## src/rtl/apb_intc.sv

```systemverilog
// APB interrupt controller: latches level/edge sources, masks and prioritises them
// (lowest index wins) and exposes a claim/complete register pair to software.
module apb_intc #(
   parameter int NUM_SRC = 40,
   parameter int ID_W    = 6
) (
   input  logic               pclk,
   input  logic               presetn,
   input  logic               psel,
   input  logic               penable,
   input  logic [11:0]        paddr,
   input  logic               pwrite,
   input  logic [31:0]        pwdata,
   output logic [31:0]        prdata,
   input  logic [NUM_SRC-1:0] intc_src,
   output logic               intc_irq,
   output logic [ID_W-1:0]    intc_id
);

   localparam logic [9:0] W_PEND_LO  = 10'd0;
   localparam logic [9:0] W_PEND_HI  = 10'd1;
   localparam logic [9:0] W_EN_LO    = 10'd2;
   localparam logic [9:0] W_EN_HI    = 10'd3;
   localparam logic [9:0] W_TYPE_LO  = 10'd4;
   localparam logic [9:0] W_TYPE_HI  = 10'd5;
   localparam logic [9:0] W_INSVC_LO = 10'd6;
   localparam logic [9:0] W_INSVC_HI = 10'd7;
   localparam logic [9:0] W_CLAIM    = 10'd8;
   localparam logic [9:0] W_THRESH   = 10'd9;

   logic [NUM_SRC-1:0] pend_q, pend_d;
   logic [NUM_SRC-1:0] en_q, en_d;
   logic [NUM_SRC-1:0] type_q, type_d;
   logic [NUM_SRC-1:0] insvc_q, insvc_d;
   logic [NUM_SRC-1:0] src_q, src_d;
   logic               thresh_q, thresh_d;
   logic               irq_q, irq_d;
   logic [ID_W-1:0]    id_q, id_d;

   logic [9:0]         word;
   logic               wr_acc, rd_acc, claim_rd, claim_wr;
   logic [NUM_SRC-1:0] rise, cand, cand_low, claim_set, cmp_clr;
   logic [ID_W-1:0]    cand_id;
   logic [63:0]        pend_w, en_w, type_w, insvc_w;
   logic               addr_unused;

   assign word        = paddr[11:2];
   assign addr_unused = ^paddr[1:0];
   assign wr_acc      = psel & penable & pwrite;
   assign rd_acc      = psel & penable & ~pwrite;
   assign claim_rd    = rd_acc & (word == W_CLAIM);
   assign claim_wr    = wr_acc & (word == W_CLAIM);
   assign rise        = intc_src & ~src_q;

   // Candidate selection: isolate the lowest set bit and encode its ID.
   always_comb begin
      cand     = pend_q & en_q & ~insvc_q;
      cand_low = cand & (~cand + NUM_SRC'(1));
      cand_id  = '0;
      for (int i = NUM_SRC - 1; i >= 0; i--) begin
         if (cand[i]) cand_id = ID_W'(i + 1);
      end
   end

   always_comb begin
      claim_set = claim_rd ? cand_low : '0;
      cmp_clr   = '0;
      for (int i = 0; i < NUM_SRC; i++) begin
         if (claim_wr && (pwdata[ID_W-1:0] == ID_W'(i + 1))) cmp_clr[i] = 1'b1;
      end
   end

   // Split 64-bit register pairs: source i lives in the lo word below 32, else hi.
   always_comb begin
      en_d   = en_q;
      type_d = type_q;
      for (int i = 0; i < NUM_SRC; i++) begin
         if (wr_acc && (word == ((i < 32) ? W_EN_LO : W_EN_HI)))
            en_d[i] = pwdata[i % 32];
         if (wr_acc && (word == ((i < 32) ? W_TYPE_LO : W_TYPE_HI)))
            type_d[i] = pwdata[i % 32];
      end
   end

   always_comb begin
      src_d    = intc_src;
      pend_d   = (type_q & (rise | (pend_q & ~claim_set))) | (~type_q & intc_src);
      pend_d   = pend_d & ~(type_d & ~type_q);
      insvc_d  = (insvc_q | claim_set) & ~cmp_clr;
      thresh_d = (wr_acc && (word == W_THRESH)) ? pwdata[0] : thresh_q;
      irq_d    = thresh_q & (|cand);
      id_d     = cand_id;
   end

   always_ff @(posedge pclk or negedge presetn) begin
      if (!presetn) begin
         pend_q   <= '0;
         en_q     <= '0;
         type_q   <= '0;
         insvc_q  <= '0;
         src_q    <= '0;
         thresh_q <= 1'b0;
         irq_q    <= 1'b0;
         id_q     <= '0;
      end else begin
         pend_q   <= pend_d;
         en_q     <= en_d;
         type_q   <= type_d;
         insvc_q  <= insvc_d;
         src_q    <= src_d;
         thresh_q <= thresh_d;
         irq_q    <= irq_d;
         id_q     <= id_d;
      end
   end

   assign pend_w  = 64'(pend_q);
   assign en_w    = 64'(en_q);
   assign type_w  = 64'(type_q);
   assign insvc_w = 64'(insvc_q);

   always_comb begin
      prdata = '0;
      if (rd_acc) begin
         case (word)
            W_PEND_LO:  prdata = pend_w[31:0];
            W_PEND_HI:  prdata = pend_w[63:32];
            W_EN_LO:    prdata = en_w[31:0];
            W_EN_HI:    prdata = en_w[63:32];
            W_TYPE_LO:  prdata = type_w[31:0];
            W_TYPE_HI:  prdata = type_w[63:32];
            W_INSVC_LO: prdata = insvc_w[31:0];
            W_INSVC_HI: prdata = insvc_w[63:32];
            W_CLAIM:    prdata = 32'(cand_id);
            W_THRESH:   prdata = {31'b0, thresh_q};
            default:    prdata = '0;
         endcase
      end
   end

   assign intc_irq = irq_q;
   assign intc_id  = id_q;

endmodule
```

## config.mk

```make
export PLATFORM = sky130hd
export DESIGN_NAME = apb_intc
export DESIGN_NICKNAME = d
export VERILOG_FILES = /design/src/rtl/apb_intc.sv
export SDC_FILE = /design/constraint.sdc
export NUM_CORES = 1
export LEC_CHECK = 0
export BUFFER_PORTS_ARGS = -buffer_cell sky130_fd_sc_hd__buf_2
export CAP_MARGIN = 40
export CORE_UTILIZATION = 60
export CTS_BUF_LIST = sky130_fd_sc_hd__clkbuf_16
export CTS_CLUSTER_DIAMETER = 150
export DETAILED_ROUTE_END_ITERATION = 16
export PLACE_DENSITY = 0.81
export SYNTH_ARGS = -nofsm -noshare
export SYNTH_HDL_FRONTEND = slang
export SYNTH_SLANG_ARGS = --single-unit
```

## constraint.sdc

```tcl
create_clock -name pclk -period 4.1 [get_ports pclk]
set_clock_uncertainty 0.15 [all_clocks]
set_input_delay 0.41 -clock pclk [delete_from_list [all_inputs] [get_ports pclk]]
set_output_delay 0.41 -clock pclk [all_outputs]
set_load 0.02 [all_outputs]
```

## Word-level counts from Yosys, hierarchy flattened

Index checks and enable logic that the tools add are counted.

- Bits in latches: 0
- Logic and storage cells: 256
- ROM bits: 0
- Register bits after elaboration: 208
- RAM bits: 0
- Memories kept: 0

- Mux-type cells: 123
- $add $sub $neg: 1
- Equal/unequal tests: 49
- Shift-type cells: 0
- Bitwise operators: 27
- Order comparisons: 0
- Reductions and logical operators: 47
- Divide/modulo/power cells: 0
- $mul: 0

Operators with widths:

| cell | count |
|---|---|
| $and 40x40->40 | 10 |
| $pmux 32 s10 | 1 |
| $not 40->40 | 7 |
| $mux 6 | 40 |
| $or 40x40->40 | 3 |
| $eq 6x5->1 const B | 16 |
| $mux 1 | 80 |
| $eq 6x6->1 const B | 9 |
| $eq 6x4->1 const B | 8 |
| $logic_and 1x1->1 | 45 |
| $add 40x1->40 const B | 1 |
| $eq 10x3->1 const B | 4 |
| $mux 40 | 1 |
| $reduce_or 40->1 | 1 |
| $mux 32 | 1 |
| $eq 6x3->1 const B | 4 |
| $eq 10x2->1 const B | 2 |
| $eq 10x4->1 const B | 2 |
| $eq 6x2->1 const B | 2 |
| $eq 10x1->1 const B | 1 |
| $logic_not 10->1 | 1 |
| $and 1x1->1 | 6 |
| $eq 6x1->1 const B | 1 |
| $not 1->1 | 1 |

## Logic depth before layout (Yosys ltp)

Gate-level depths: netlist of the first run.

- Depth in word-level cells: 44
- Gate-level depth with buffers: 9
- Gate-level depth less buffers: 7

## Worst setup path before layout of the first run

No wires, ideal clock.

- Kind: input to output
- From: input paddr[4]
- To: output prdata[11]
- Required time: 3.540 ns
- Slack: 1.264 ns
- Stages on the path: 8
- Data arrival time: 2.276 ns
- Path through: buf_2 > or3_1 > nor3_1 > nor2b_1 > clkbuf_1 > clkbuf_1 > a22oi_1 > a21oi_1

- Longest elaborated chain between the ends: 3
- Elaborated cells between the ends (all ways): 12

RTL lines:

| what | line | source |
|---|---|---|
| start: declaration | 11 | `input logic [11:0] paddr,` |
| $eq 10x4->1 (tied with other cells) | 125 | `case (word)` |
| $pmux 32 s10 * | 125 |  |
| $mux 32 * | 124 | `if (rd_acc) begin` |
| end: declaration | 14 | `output logic [31:0] prdata,` |

Mark *: on every way between the ends. The rest lies on a longest branch, timed or not.

## Worst setup path in the final report of the first run

- From: register insvc_q[30]
- To: output prdata[0]

- Longest elaborated chain between the ends: 35

RTL lines:

| what | line | source |
|---|---|---|
| start: declaration | 34 | `logic [NUM_SRC-1:0] insvc_q, insvc_d;` |
| start signal: assignment | 109 | `insvc_q <= insvc_d;` |
| $not 40->40 | 57 | `cand = pend_q & en_q & ~insvc_q;` |
| $and 40x40->40 | 57 |  |
| $mux 6 (31 in series) | 61 | `if (cand[i]) cand_id = ID_W'(i + 1);` |
| $pmux 32 s10 | 125 |  |
| $mux 32 | 124 |  |

No other way between the ends.

==> flow_summary_export.csv, run 1 <==
group,metric,value,unit
status,status,"finished clean",
routing,wirelength,34.1,mm
routing,avgViaCountPerCell,6.47,
yosys,synth_area,10400,µm²
routing,detail-route-antenna-nets,0,
clock_network,post_cts_buffers,0,
pwr,p_switching,1.02,mW
critical_path,crit_type,"reg2out",
cells_and_area,final_area,12700,µm²
critical_path,crit_required,3.54,ns
critical_path,crit_family,"compound AO/OA/AOI/OAI gates",
critical_path,critPathLaunchType,"flop",
floorplanning,initial_core_util,61.9,%
cells_and_area,fin_nets,1388,
pwr,pwr-share-clk,45.6,%
clock_network,h-tree-depth,1,
critical_path,end_kind,"output port",
critical_path,cp_max_fo,6,
sta,tightest_slew,0.996,ns
grt,antenna_found_initial,1,
hold_path,hp-class,"in2reg",
yosys,syn_inst,1100,
yosys,synth_xor_area_share,0,%
yosys,yosys-top-cells-count,"nand2_1, dfrtp_1, a21oi_1, a22oi_1, nor2_1",
place,placed_area,11400,µm²
yosys,ys.flop_type,"dfrtp_1",
routing,wl_per_cell,22.2,µm
pwr,finalPower,4.44,mW
clock_network,cts_hold_buf,65,
critical_path,critical_path_buf_inv_count,1,
grt,grt_use_total,38.9,%
sta,hold_ws,0.0720,ns
critical_path,slowest_delay,0.68,ns
yosys,synth_cell_types,58,
clock_network,clock-root-buffer,"clkbuf_16",
routing,vias,9924,
pwr,leakage,5.92,nW
cells_and_area,fillers,1156,
floorplanning,num_rows,47,
clock_network,clock-sinks,208,
pwr,p_int,3.41,mW
yosys,synth_area_per_cell,9.43,µm²
floorplanning,core-area,16800,µm²
cells_and_area,utilization,76.1,%
yosys,muxShareOfSynthArea,5.80,%
clock_network,cts_buffers,22,
sta,rsz0062_at_grt,"false",
clock_network,cts_tree,"built",
place,gp_congestion,0.985,
yosys,yosysWarnings,0,
clock_network,clock_latency,0.51,ns
sta,post-route-min-period,3.74,ns
place,portBuffers,125,
yosys,synth_seq_cells,208,
grt,grt_pass1_wl,53.0,mm
sta,setup_viol,0,
place,hpwl,23.4,mm
pwr,powerDensity,348,nW/µm²
yosys,synth_nets,1189,
sta,hold_viol_final,0,
yosys,yosys.area_share.simple,23.9,%
yosys,synth-compound-area-share,18.0,%
grt,grt.overflow.total,0,
yosys,synth_top_cell_area_share,50.2,%
place,dpl.cell_count,1430,
floorplanning,fp.dieH,133,µm
yosys,synth_edf_count,0,
critical_path,cp_cell_sequence,"and3b_1 > o21ai_0 > a2111oi_0 > a211oi_1 > o211ai_1 > nand2_1 > o22ai_1 > buf_2",
pwr,ir_worst_vdd,351,µV
cells_and_area,n_antenna_cell,0,
critical_path,cp.arrival,3.18,ns
grt,grt_pass1_vias,9844,
cells_and_area,drive_gt1_share,18.5,%
flow_run,drv_cap,0,
grt,grt_max_degree,107,
critical_path,critPathSlowestCell,"a2111oi_0",
place,dpl_worst_slack,0.781,ns
sta,slew_headroom,33.1,%
cells_and_area,syn_to_final_growth,22.9,%
sta,final.setup.tns,0,ns
routing,first_iter_violations,1179,
clock_network,post_cts_resize_count,0,
floorplanning,die-area,17800,µm²
cells_and_area,final_cell_count_no_fill,1535,
yosys,synth_top_family_by_area,"simple AND/OR/NAND/NOR gates",
yosys,synth.most_common_cell,"nand2_1",
pwr,seqPwrFrac,48.0,%
sta,slew_viol_final,0,
sta,fmax,267,MHz
routing,drc,0,
yosys,synthArstFlopShare,100,%
yosys,ys_top_cells_by_area,"dfrtp_1, nand2_1, a21oi_1, mux2_2, a22oi_1",
yosys,yosysTopAreaCell,"dfrtp_1",
floorplanning,die_w,133,µm
yosys,seq_area_frac_synth,50.2,%
routing,first_pass_iters,5,
floorplanning,ios,128,
pwr,swShare,23.1,%
clock_network,cts_buffer_depth,3,
clock_network,clk_pin_slew,0.06,ns
pwr,comb_power_share,6.4,%
sta,period_share,91.2,%
yosys,synthAdderAreaFrac,0,%
sta,setup_ws,0.361,ns
per-layer routing:
metal	global-route usage [%]	wire, µm
met1	52.6	13700
met2	61.1	15500
met3	8.49	3400
met4	15.8	1490
met5	0	0
path summary, 6_finish.rpt:
kind	from	end	slack, ns	cells past startpoint
worst max-delay path	insvc_q[30]	prdata[0]	0.36	8
worst min-delay path	pwdata[6]	type_q[38]	0.07	3
worst max register to register	pend_q[3]	pend_q[16]	1.24	8
worst min register to register	type_q[11]	pend_q[11]	0.36	1
max in group asynchronous	presetn	type_q[19]	2.45	3
min in group asynchronous	presetn	src_q[35]	0.40	2
cells by family (layout without fill, tap and decap cells):
family,count (synthesis),after routing
compound gates,292,292
buf+inv,58,273
flops,208,208
mux,55,55
simple gates,487,487
sequential cells by signal, indices dropped and copies added, names as in the netlist:
name	cells
en_q	40
insvc_q	40
type_q	40
thresh_q	1
intc_irq	1
pend_q	40
src_q	40
intc_id	6
power by group through the flow:
stage                     clock network, mW  logic, mW  registers [mW]
after floorplan                           0     0.0873            2.16
after global placement                    0      0.226            2.16
after detailed placement                  0      0.231            2.16
after CTS                              2.04      0.279            2.13
after global routing                   2.11      0.310            2.13
final                                  2.02      0.285            2.13
layout by cell type, fill, tap and decap left out, types with 25 or more instances in the layout:
master / synthesis / final
mux2_2: 41 / 41
a31oi_1: 28 / 28
nand3_1: 27 / 27
o21ai_0: 36 / 36
buf_4: 0 / 27
buf_2: 5 / 124
dfrtp_1: 208 / 208
nor2_1: 54 / 52
a22oi_1: 59 / 59
nor3_1: 26 / 25
nand3b_1: 39 / 39
dlygate4sd3_1: 0 / 65
nand2_1: 223 / 223
a21oi_1: 94 / 94
worst min-delay path: cells and delay by family:
kind	cells	cell delay (ns)
buf+inv	1	0.15
simple gates	2	0.13
cell type report:
class	instances	area, µm²	share of cell area [%]
clock buffers	23	576	4.51
clock inverters	17	148	1.16
inverters	14	52.6	0.412
multi-input cells	834	4960	38.9
flip-flops and latches	208	5200	40.8
well taps	220	275	2.16
repair buffers	219	1530	12.0
No activity file was read; power rests on OpenSTA's default activity.
==> run 2, diff against run 1 <==
Settings changed: ABC_AREA set to 1, REMOVE_ABC_BUFFERS set to 1, SLEW_MARGIN set to 5.
==> run 2 against run 1 <==
Against the previous run:
- the flow now finishes with violations (negative setup slack)
- critical path depth increased by 33
- fmax is 11% lower
- register-to-register slack lost 0.45 ns
- combinational power shrank 9.8%
- total power down 0.39%
- design area down 2.7%
- worst hold slack lost 0.068 ns
- utilization down 1.3 points
- clock power barely moved
- global-route usage decreased by 2.5 points
- synthesized cell count up 16%
- highest routed layer unchanged
==> flow_summary_export.csv, run 2 <==
group,metric,value,unit
floorplanning,die_w,132,µm
clock_network,h-tree-depth,1,
yosys,yosysTopAreaCell,"dfrtp_1",
critical_path,cp.arrival,3.62,ns
sta,slew_headroom,44.1,%
yosys,ys_top_cells_by_area,"dfrtp_1, nand2_1, inv_1, nor2_1, a21oi_1",
pwr,swShare,23.0,%
sta,rsz0062_at_grt,"true",
cells_and_area,fin_nets,1552,
grt,grt.overflow.total,0,
critical_path,cp_max_fo,3,
sta,setup_viol,1,
sta,slew_viol_final,0,
critical_path,critPathLaunchType,"flop",
pwr,comb_power_share,5.8,%
cells_and_area,syn_to_final_growth,21.6,%
routing,wirelength,31.4,mm
critical_path,crit_type,"reg2out",
cells_and_area,final_cell_mix,"inv_1, nand2_1, dfrtp_1",
routing,detail-route-antenna-nets,0,
routing,first_iter_violations,966,
cells_and_area,n_antenna_cell,0,
critical_path,slowest_delay,0.40,ns
floorplanning,core-area,16600,µm²
place,portBuffers,125,
critical_path,r2r-start,"pend_q[0]",
yosys,synth_cell_types,37,
sta,hold_viol_final,0,
routing,wl_per_cell,18.5,µm
floorplanning,initial_core_util,61.5,%
pwr,leakage,6.25,nW
critical_path,end_kind,"output port",
clock_network,clock_latency,0.51,ns
yosys,yosysWarnings,0,
pwr,p_int,3.40,mW
hold_path,hp-class,"in2reg",
yosys,ys.flop_type,"dfrtp_1",
yosys,syn_inst,1275,
yosys,synth_area_per_cell,8.00,µm²
sta,post-route-min-period,4.18,ns
pwr,p_switching,1.01,mW
cells_and_area,final_cell_count_no_fill,1700,
clock_network,cts_buffer_depth,3,
grt,grt_pass1_vias,9693,
cells_and_area,utilization,74.8,%
flow_run,drv_cap,0,
yosys,seq_area_frac_synth,51.1,%
clock_network,clock-sinks,208,
floorplanning,num_rows,47,
yosys,yosys-top-cells-count,"nand2_1, inv_1, dfrtp_1, nor2_1, a21oi_1",
critical_path,critPathSlowestCell,"dfrtp_1",
yosys,synthArstFlopShare,100,%
pwr,ir_worst_vdd,388,µV
place,hpwl,21.8,mm
sta,final.setup.tns,-0.0821,ns
grt,grt_use_total,36.4,%
critical_path,cpMostUsedCell,"nand2_1",
sta,period_share,102,%
routing,avgViaCountPerCell,5.85,
pwr,seqPwrFrac,47.8,%
place,dpl.cell_count,1613,
clock_network,cts_buffers,23,
clock_network,cts_tree,"built",
critical_path,worstSetupStartpoint,"en_q[38]",
yosys,synth_top_cell_area_share,51.1,%
yosys,synth.most_common_cell,"nand2_1",
clock_network,clk_pin_slew,0.06,ns
place,gp_congestion,0.992,
floorplanning,fp.dieH,132,µm
grt,antenna_found_initial,0,
grt,grt_max_degree,101,
floorplanning,ios,128,
routing,first_pass_iters,6,
routing,vias,9943,
yosys,synth_seq_cells,208,
grt,grt_pass1_wl,49.5,mm
yosys,synth_edf_count,0,
pwr,pwr-share-clk,46.4,%
sta,fmax,239,MHz
sta,tightest_slew,0.838,ns
routing,drc,0,
yosys,synth_area,10200,µm²
critical_path,crit_required,3.54,ns
cells_and_area,final_common_cell,"inv_1",
sta,setup_ws,-0.0821,ns
hold_path,worstHoldStart,"pwdata[14]",
status,status,"finished, violations left",
place,placed_area,11200,µm²
cells_and_area,drive_gt1_share,15.7,%
pwr,powerDensity,356,nW/µm²
clock_network,clock-root-buffer,"clkbuf_16",
cells_and_area,final_area,12400,µm²
floorplanning,die-area,17500,µm²
status,violations,"negative setup slack",
run 2: changes by cell type in the layout (fill, tap and decap cells not counted), sizes merged, moves of 24 or more:
cell / delta
o21ai: +35
inv: +216
a31oi: -26
nor3: +37
mux2: -35
nand3b: -39
o22ai: +24
nor2: +108
a22oi: -35
run 2: per-layer routing:
layer	GRT usage, %	share of wire (%)
met1	47.5	40
met2	59.7	47
met3	7.92	9.2
met4	13.9	3.8
met5	0	0
run 2: worst max-delay path, delay by kind of cell, from the launching register on:
kind / cells / cell delay (ns)
buffers and inverters: 1 / 0.15
flip-flops: 1 / 0.40
AND/OR/NAND/NOR: 39 / 2.40
AO/OA/AOI/OAI: 1 / 0.15
run 2: repair_timing:
item                                    in CTS  in global routing
endpoints found under the hold margin      138                  0
hold buffers                                43                  0
endpoints found under the setup margin       0                  2
resized for setup                            0                  5
setup buffers                                0                  2
run 2: cells by family (layout without fill, tap and decap cells):
family                 after synthesis  after routing  share of synthesized area, %
AO/OA/AOI/OAI                      296            296                          17.7
buffers and inverters              266            471                          9.95
flip-flops                         208            208                          51.1
multiplexers                         7              7                         0.761
AND/OR/NAND/NOR                    498            498                          20.6
run 2: layout make-up:
class	count	area, µm²
clock buffer	23	576
clock inverter	19	168
fill	1266	4190
inverter	234	892
multi-input combinational	801	4010
sequential	208	5200
tap	220	275
timing repair buffer	195	1270
run 2: power by group through the flow:
stage                     Clock [mW]  Sequential (mW)  Combinational, mW
after global routing            2.14             2.12              0.285
after floorplan                    0             2.15             0.0894
final                           2.05             2.11              0.257
after detailed placement           0             2.15              0.220
after CTS                       2.06             2.11              0.254
after global placement             0             2.15              0.216
run 2: path summary, 6_finish.rpt:
check	to	slack, ns	cells after the start
max in group asynchronous	src_q[36]	2.38	3
hold reg to reg	en_q[1]	0.34	2
hold / removal	en_q[14]	0.004	2
min in group asynchronous	src_q[3]	0.36	2
setup reg to reg	pend_q[30]	0.79	18
setup / recovery	prdata[0]	-0.08	41
run 2: through the flow:
| stage | setup WS, ns | hold WS (ns) | total power, mW |
|---|---|---|---|
| after floorplan | -0.790 | -0.0356 | 2.24 |
| after global placement | 0.609 | 0.318 | 2.36 |
| after detailed placement | 0.583 | 0.324 | 2.37 |
| after CTS | 0.0260 | 0.00156 | 4.43 |
| after global routing | -0.431 | 0.00856 | 4.55 |
| final | -0.0821 | 0.00439 | 4.42 |
